$ cat src/rtl/saph_fpi_pkg.sv
// Shared types and widths for the shader-core FPU interface (saph_fpi_*).
package saph_fpi_pkg;

  localparam int FPI_DATA_W  = 32;
  localparam int FPI_RD_W    = 5;
  localparam int FPI_OP_W    = 4;
  localparam int FPI_FLAGS_W = 5;

  typedef enum logic [FPI_OP_W-1:0] {
    FPI_ADD  = 4'd0,
    FPI_SUB  = 4'd1,
    FPI_MUL  = 4'd2,
    FPI_DIV  = 4'd3,
    FPI_MIN  = 4'd4,
    FPI_MAX  = 4'd5,
    FPI_SQRT = 4'd6,
    FPI_CMP  = 4'd7
  } fpi_op_t;

  // IEEE exception flags, MSB first: invalid, div-by-zero, overflow, underflow, inexact.
  typedef struct packed {
    logic nv;
    logic dz;
    logic of;
    logic uf;
    logic nx;
  } fpi_flags_t;

endpackage

$ cat src/rtl/saph_fpi_rob.sv
// Tag-indexed reorder buffer: allocates tags in order, completes them out of order,
// and presents the oldest slot for in-order retirement.
module saph_fpi_rob
  import saph_fpi_pkg::*;
#(
  parameter int depth = 4,
  parameter int tag_w = 2
) (
  input  logic                  clk,
  input  logic                  rst_n,
  input  logic                  i_alloc,
  input  logic [FPI_RD_W-1:0]   i_alloc_rd,
  output logic [tag_w-1:0]      o_alloc_tag,
  input  logic                  i_comp,
  input  logic [tag_w-1:0]      i_comp_tag,
  input  logic [FPI_DATA_W-1:0] i_comp_data,
  input  fpi_flags_t            i_comp_flags,
  output logic                  o_comp_ok,
  input  logic                  i_retire,
  output logic                  o_head_valid,
  output logic [FPI_RD_W-1:0]   o_head_rd,
  output logic [FPI_DATA_W-1:0] o_head_data,
  output fpi_flags_t            o_head_flags,
  output logic                  o_full,
  output logic                  o_empty
);

  localparam int CNT_W = tag_w + 1;

  logic [depth-1:0]      r_busy;
  logic [depth-1:0]      r_done;
  logic [tag_w-1:0]      r_head;
  logic [tag_w-1:0]      r_tail;
  logic [CNT_W-1:0]      r_count;
  logic [FPI_RD_W-1:0]   r_rd    [depth];
  logic [FPI_DATA_W-1:0] r_data  [depth];
  fpi_flags_t            r_flags [depth];

  logic w_comp_accept;

  assign o_alloc_tag   = r_tail;
  assign o_comp_ok     = r_busy[i_comp_tag] & ~r_done[i_comp_tag];
  assign w_comp_accept = i_comp & o_comp_ok;
  assign o_head_valid  = r_busy[r_head] & r_done[r_head];
  assign o_head_rd     = r_rd[r_head];
  assign o_head_data   = r_data[r_head];
  assign o_head_flags  = r_flags[r_head];
  assign o_full        = (r_count == CNT_W'(depth));
  assign o_empty       = (r_count == '0);

  // Alloc hits the tail, retire the head: they only share a slot when empty or full,
  // where one of them is blocked, so the per-bit updates below never collide.
  // NOTE: sequential state uses non-blocking (<=) so every flop samples pre-edge values.
  always_ff @(posedge clk or negedge rst_n) begin
    if (!rst_n) begin
      r_busy  <= '0;
      r_done  <= '0;
      r_head  <= '0;
      r_tail  <= '0;
      r_count <= '0;
    end else begin
      if (i_alloc) begin
        r_busy[r_tail] <= 1'b1;
        r_done[r_tail] <= 1'b0;
        r_tail         <= r_tail + 1'b1;
      end
      if (w_comp_accept) begin
        r_done[i_comp_tag] <= 1'b1;
      end
      if (i_retire) begin
        r_busy[r_head] <= 1'b0;
        r_head         <= r_head + 1'b1;
      end
      r_count <= r_count + CNT_W'(i_alloc) - CNT_W'(i_retire);
    end
  end

  // NOTE: payload arrays carry no reset; busy/done qualify every read of them.
  always_ff @(posedge clk) begin
    if (i_alloc) begin
      r_rd[r_tail] <= i_alloc_rd;
    end
    if (w_comp_accept) begin
      r_data[i_comp_tag]  <= i_comp_data;
      r_flags[i_comp_tag] <= i_comp_flags;
    end
  end

endmodule

$ cat src/rtl/saph_fpi_requester.sv
// FPU-interface requester: issues tagged FP ops, reorders results, retires in program order.
// Optional sticky accrued-flags register enabled by `SAPH_FPI_REQ_FFLAGS_EN.
module saph_fpi_requester
  import saph_fpi_pkg::*;
#(
  parameter int depth = 4,
  parameter int tag_w = 2
) (
  input  logic                  clk,
  input  logic                  rst_n,
  input  logic                  in_valid,
  output logic                  in_ready,
  input  fpi_op_t               in_op,
  input  logic [FPI_DATA_W-1:0] in_a,
  input  logic [FPI_DATA_W-1:0] in_b,
  input  logic [FPI_RD_W-1:0]   in_rd,
  output logic                  fpi_req_valid,
  input  logic                  fpi_req_ready,
  output fpi_op_t               fpi_req_op,
  output logic [FPI_DATA_W-1:0] fpi_req_a,
  output logic [FPI_DATA_W-1:0] fpi_req_b,
  output logic [tag_w-1:0]      fpi_req_tag,
  input  logic                  fpi_resp_valid,
  input  logic [tag_w-1:0]      fpi_resp_tag,
  input  logic [FPI_DATA_W-1:0] fpi_resp_data,
  input  fpi_flags_t            fpi_resp_flags,
  output logic                  wb_valid,
  input  logic                  wb_ready,
  output logic [FPI_RD_W-1:0]   wb_rd,
  output logic [FPI_DATA_W-1:0] wb_data,
  output fpi_flags_t            wb_flags,
  output logic                  idle,
  output logic                  proto_err,
  output fpi_flags_t            fflags,
  input  logic                  fflags_clr
);

  logic w_full;
  logic w_empty;
  logic w_issue;
  logic w_retire;
  logic w_comp_ok;
  logic r_proto_err;

  // Requests are held off while reset is asserted so nothing escapes to the FPU
  // during the reset window even though the issue stage may still be presenting an op.
  assign fpi_req_valid = in_valid & ~w_full & rst_n;
  assign in_ready      = fpi_req_ready & ~w_full & rst_n;
  assign fpi_req_op    = in_op;
  assign fpi_req_a     = in_a;
  assign fpi_req_b     = in_b;
  assign w_issue       = in_valid & in_ready;
  assign w_retire      = wb_valid & wb_ready;
  assign idle          = w_empty;
  assign proto_err     = r_proto_err;

  saph_fpi_rob #(
    .depth (depth),
    .tag_w (tag_w)
  ) u_rob (
    .clk          (clk),
    .rst_n        (rst_n),
    .i_alloc      (w_issue),
    .i_alloc_rd   (in_rd),
    .o_alloc_tag  (fpi_req_tag),
    .i_comp       (fpi_resp_valid),
    .i_comp_tag   (fpi_resp_tag),
    .i_comp_data  (fpi_resp_data),
    .i_comp_flags (fpi_resp_flags),
    .o_comp_ok    (w_comp_ok),
    .i_retire     (w_retire),
    .o_head_valid (wb_valid),
    .o_head_rd    (wb_rd),
    .o_head_data  (wb_data),
    .o_head_flags (wb_flags),
    .o_full       (w_full),
    .o_empty      (w_empty)
  );

  // A response to an idle or already-completed slot is dropped and flagged until reset.
  always_ff @(posedge clk or negedge rst_n) begin
    if (!rst_n) begin
      r_proto_err <= 1'b0;
    end else if (fpi_resp_valid && !w_comp_ok) begin
      r_proto_err <= 1'b1;
    end
  end

`ifdef SAPH_FPI_REQ_FFLAGS_EN
  fpi_flags_t r_fflags;

  // A clear coinciding with a retire keeps that retire's flags.
  always_ff @(posedge clk or negedge rst_n) begin
    if (!rst_n) begin
      r_fflags <= '0;
    end else if (fflags_clr) begin
      r_fflags <= w_retire ? wb_flags : '0;
    end else if (w_retire) begin
      r_fflags <= r_fflags | wb_flags;
    end
  end

  assign fflags = r_fflags;
`else
  logic w_unused_fflags_clr;

  assign w_unused_fflags_clr = fflags_clr;
  assign fflags              = '0;
`endif

endmodule

$ cat config.mk
export PLATFORM = sky130hd
export DESIGN_NAME = saph_fpi_requester
export DESIGN_NICKNAME = d
export VERILOG_FILES = /design/src/rtl/saph_fpi_pkg.sv /design/src/rtl/saph_fpi_rob.sv /design/src/rtl/saph_fpi_requester.sv
export SDC_FILE = /design/constraint.sdc
export NUM_CORES = 1
export LEC_CHECK = 0
export BUFFER_PORTS_ARGS = -buffer_cell sky130_fd_sc_hd__buf_2
export CAP_MARGIN = 20
export CORE_ASPECT_RATIO = 0.6
export CORE_UTILIZATION = 46
export CTS_CLUSTER_SIZE = 14
export DETAILED_ROUTE_END_ITERATION = 7
export PLACE_DENSITY = 0.76
export REMOVE_ABC_BUFFERS = 1
export SYNTH_ARGS = -nofsm -noshare
export SYNTH_HDL_FRONTEND = slang
export SYNTH_SLANG_ARGS = --single-unit
$ cat constraint.sdc
create_clock -name clk -period 4.7 [get_ports clk]
set_input_delay 1.175 -clock clk [delete_from_list [all_inputs] [get_ports clk]]
set_output_delay 1.175 -clock clk [all_outputs]
set_load 0.005 [all_outputs]
Word level (Yosys, flattened, before mapping)

Memories as Yosys holds them, arrays and structs flattened.
Cells that the tools add are included.

Memories: 3
Bits in writable memories: 168
Logic and storage cells: 65
Bits in registers: 16
Output and inout bits: 122

Memory list:

| memory        | words | bits a word | read ports | clocked after Yosys merged registers in | wr ports | RTL line           | text |
|---|---|---|---|---|---|---|---|
| u_rob.r_data  | 4     | 32          | 1          | 0                                       | 1        | saph_fpi_rob.sv:36 | `logic [FPI_DATA_W-1:0] r_data [depth];` |
| u_rob.r_flags | 4     | 5           | 1          | 0                                       | 1        | saph_fpi_rob.sv:37 | `fpi_flags_t r_flags [depth];` |
| u_rob.r_rd    | 4     | 5           | 1          | 0                                       | 1        | saph_fpi_rob.sv:35 | `logic [FPI_RD_W-1:0] r_rd [depth];` |

Bitwise operators: 17
Reductions and logical operators: 6
Equal/unequal tests: 1
Mux-type cells: 22
$lt $le $gt $ge: 6
Add/subtract/negate cells: 4

Operator list:

| kind                                                                                | count |
|---|---|
| 4-bit two-way mux                                                                   | 4 |
| 1-bit two-way mux                                                                   | 11 |
| 1-bit AND                                                                           | 9 |
| 2-bit by 3-bit less-than comparator with 1-bit output, second input constant        | 3 |
| 4-bit AND                                                                           | 2 |
| 1-bit binary-select mux with 2-bit select                                           | 4 |
| 4-bit NOT                                                                           | 2 |
| 4-bit OR                                                                            | 2 |
| 1-bit demux with 2-bit select                                                       | 3 |
| 2-bit by 1-bit greater-or-equal comparator with 1-bit output, second input constant | 3 |
| 2-bit by 1-bit adder with 2-bit output, second input constant                       | 2 |
| 1-bit logical AND                                                                   | 4 |
| 3-bit by 1-bit adder with 3-bit output                                              | 1 |
| 3-bit == test, second input constant                                                | 1 |
| 3-bit zero test                                                                     | 1 |
| 3-bit by 1-bit subtractor with 3-bit output                                         | 1 |
| 1-bit NOT                                                                           | 2 |
| 1-bit zero test                                                                     | 1 |

Depth between registers and ports, before layout

Word-level depth: 9
Mapped depth: 12

Hierarchy

A second synthesis with hierarchy kept.

Cell total of the unflattened synthesis: 383
Area, all modules: 7623.6 um2

By module, submodules not included:

| module             | instances | area each (um2) | cells each |
|---|---|---|---|
| saph_fpi_rob       | 1         | 6994.2          | 301 |
| saph_fpi_requester | 1         | 629.4           | 82 |

Worst setup path after synthesis

No wires, ideal clock.

Path kind: input to register
Start: input fpi_resp_valid
End: memory u_rob.r_data[0][0] (enable)
Data required time: 4.160 ns
Cell stages on the path: 2
Path buffers: 0
Slack: -1.156 ns
Data arrival time: 5.316 ns
Cell sequence: nor2b_1 > nor4b_1

Word-level cells in the longest chain between the ends: 3

Ends and longest elaborated chain:

| what                                    | RTL line                 | text |
|---|---|---|
| start, declared                         | saph_fpi_requester.sv:23 | `input logic fpi_resp_valid,` |
| 1-bit AND                               | saph_fpi_rob.sv:43       | `assign w_comp_accept = i_comp & o_comp_ok;` |
| 1-bit two-way mux                       | saph_fpi_rob.sv:83       | `if (w_comp_accept) begin` |
| 1-bit two-way mux (not written as such) | saph_fpi_rob.sv:84       | `r_data[i_comp_tag] <= i_comp_data;` |
| end, declared                           | saph_fpi_rob.sv:36       |  |

No other way between the ends.

Worst setup path in the final report

Start: register u_rob.r_head[0]
End: output wb_data[1]

Word-level cells in the longest chain between the ends: 1

Ends and longest elaborated chain:

| what                   | RTL line                 | text |
|---|---|---|
| start, declared        | saph_fpi_rob.sv:32       | `logic [tag_w-1:0] r_head;` |
| start signal, assigned | saph_fpi_rob.sv:72       | `r_head <= r_head + 1'b1;` |
| memory 4 x 32 bit      | --                       |  |
| end, declared          | saph_fpi_requester.sv:30 | `output logic [FPI_DATA_W-1:0] wb_data,` |

No other way between the ends.

==> reports/metrics.cfg <==
[synth]
synth_warnings = 0
synthDistinctLibCells = 40
yosys.area.top_type = edfxtp_1
ys_ff_latch = 184
synth.top_cell.area_share_pct = 66.5
synth.area.top_cells = edfxtp_1, mux4_2, buf_4
postSynthCellCount = 389
syn_area_per_cell_um2 = 19.5
synth-seq-area-share_pct = 71.7
synthesis.area_um2 = 7590

[floorplan]
die_area_um2 = 17000
coreArea_um2 = 15700
ioPinCount = 241
num_rows = 35
die_y_um = 101
dieWidth_um = 168
initial_core_util_pct = 48.3

[job]
maxCapViolCount = 0

[clocking]
cts_buffer_depth = 2
htreeDepth = 4
cts_setup_buffers = 0
clock_latency_ns = 0.42
root_buffer = clkbuf_16
cts.sinks = 184
clkTransAtPathRegs_ns = 0.07
cts_tree = done
hold_buffers = 0
cts_buffers = 17
ctsResizeCount = 0

[finish]
finalNetCount = 562
multi_input_area_um2 = 1500
n_antenna_cell = 0
regArea_um2 = 5450
num-fill-cells = 1200
area_growth_pct = 11.0
drive_gt1_share_pct = 42.2
instances_no_fill = 648

[route]
wl_per_cell_um = 28.0
wl_um = 18200
drtIter0Drc = 308
vias = 3741
first_pass_iters = 4
via_per_inst = 5.77
ant_nets = 0
drc_errors = 0

[placement]
dp_cells = 615
dp_hpwl_um = 12100
place_congestion = 0.770
numPortBuffers = 98

[power_and_ir_drop]
max-vdd-ir-drop_mv = 0.249
p_total_mw = 4.58
power.density_nw_per_um2 = 543
power_leakage_nw = 3.06

[setup_path]
cp.required_ns = 3.52
reg2reg_depth = 10
worstSetupPathType = reg -> out
cp.arrival_ns = 2.41
critPathLaunchType = register
cp_max_fo = 47
path_cells = buf_4 -> mux4_2 -> buf_2
critPathMaxStageDelay_ns = 1.02
path_buf_inv = 2
path_delay_family = flip-flops
cp.depth = 3
cp-end-kind = output port
critPathSlowestCell = dfrtp_4

[sta]
finalHoldViolations = 0
relSlewSlack_pct = 40.6
whs_ns = 0.498
slew_viol_final = 0
period_share_pct = 76.2
fmax_ghz = 0.279
fin_crit_ns = 3.58
rsz0062_at_grt = false
fin_skew_ns = 0.0112
setup_viol_count_final = 0
tightest_slew_ns = 0.892

[run_status]
status = finished clean

[global_route]
grt.total_usage_pct = 22.1
first_global_vias = 3645
grt_antenna_before_repair = 0
grt_pass1_wl_um = 25400
grt_max_degree = 48
grt_overflow = 0

[hold_path]
hp-class = reg -> reg
holdPathStages = 1

==> metal layers <==
metal  global-route usage [%]  vias up  wire, µm
met4                     4.94        6       149
met5                     10.6        -       218
met1                     27.7     1893      7430
met3                     18.5       23      3260
met2                     27.6      286      7100
li1                         -     1533         -
==> registers in the layout, indices dropped and copies added, names as in the netlist <==
register           cells
u_rob.r_busy           4
u_rob.r_done           4
u_rob.r_count          3
u_rob.r_flags         20
u_rob.r_data         128
u_rob.o_alloc_tag      2
u_rob.r_head           2
u_rob.r_rd            20
proto_err              1
==> cell type report <==
cell class              count  share of cell area, %
repair buffers            104                   6.50
multi-input cells         108                   17.8
inverters                  17                  0.757
well taps                 203                   3.01
flip-flops and latches    184                   64.7
clock buffers              18                   5.09
clock inverters            14                   2.11
==> synthesized netlist by cell type <==
cell	instances
nor4bb_1	1
conb_1	1
nor3_1	1
and2_4	1
a31oi_1	4
nand3_1	5
o31a_1	2
and3_2	3
fa_1	1
a21oi_1	1
dfrtp_1	16
o21bai_1	1
nor2b_1	1
nand3b_1	1
and4_1	1
a21o_1	3
buf_2	4
and2_1	1
nand4b_1	1
nor4_1	1
nor3b_1	2
a211o_1	1
nand2_1	4
inv_1	17
mux4_2	42
buf_4	78
ha_1	10
a311oi_1	1
and3_1	2
o311a_1	1
or3b_1	1
nor4b_1	1
edfxtp_1	168
xnor2_1	3
and3b_1	1
a32oi_1	3
o2bb2ai_1	1
clkbuf_1	1
mux2_4	1
buf_6	1
==> path summary, 6_finish.rpt <==
path / slack [ns] / start / endpoint
worst max-delay path: 1.12 / u_rob.r_head[0]$_DFFE_PN0N_ / wb_data[1]
worst min-delay path: 0.50 / proto_err$_DFFE_PN0P_ / proto_err$_DFFE_PN0P_
worst max register to register: 1.50 / u_rob.r_head[0]$_DFFE_PN0N_ / u_rob.r_count[2]$_DFF_PN0_
worst min register to register: 0.50 / proto_err$_DFFE_PN0P_ / proto_err$_DFFE_PN0P_
max in group asynchronous: 3.68 / rst_n / u_rob.r_head[0]$_DFFE_PN0N_
min in group asynchronous: 0.68 / rst_n / u_rob.r_done[3]$_DFF_PN0_
==> layout by cell type, fill, tap and decap left out, drive strengths merged <==
cell and count:
nand3b 1, ha 10, clkinv 5, mux4 42, o31a 2, conb 5, mux2 1, nand3 5
nor2b 1, and3 5, a21o 3, nand2 4, a32oi 3, nor4b 1, o311a 1, a21oi 1
a311oi 1, dfrtp 16, inv 24, and2 2, a31oi 4, and3b 1, nand4b 1, o2bb2ai 1
nor3b 2, o21bai 1, or3b 1, buf 104, nor4bb 1, edfxtp 168, nor4 1, xnor2 3
nor3 1, and4 1, a211o 1, fa 1, clkbuf 18, bufinv 2
==> kinds of logic after synthesis <==
logic type / after synthesis / share of synthesized area, %
adder cells (fa/ha/maj): 11 / 1.91
AND/OR/NAND/NOR: 28 / 2.42
AO/OA/AOI/OAI: 18 / 1.85
buffers and inverters: 101 / 9.02
multiplexers: 43 / 12.7
other: 1 / 0.0494
flip-flops: 184 / 71.7
XOR/XNOR: 3 / 0.346
==> power by group <==
group          switching (mW)  internal, mW
combinational           0.411         0.556
clock                   0.637         0.810
sequential              0.233          1.93
total                    1.28          3.30
==> per-stage QoR <==
stage	instance area [µm²]	utilization (%)	setup slack (ns)	setup TNS (ns)
final	8430	53.6	1.12	0
after global routing	8430	53.6	0.920	0
after CTS	8410	53.5	1.02	0
after detailed placement	7800	49.6	1.20	0
after global placement	7800	49.6	1.34	0
after floorplan	6980	-	-1.16	-101.00
==> worst reg2reg max path, delay by kind of cell (launching register included) <==
kind / cells / cell delay (ns)
AO/OA/AOI/OAI: 1 / 0.34
buffers and inverters: 2 / 0.14
flip-flops: 1 / 1.02
XOR/XNOR: 2 / 0.34
AND/OR/NAND/NOR: 2 / 0.49
adder cells (fa/ha/maj): 3 / 0.81
(Power assumes the default switching activity.)
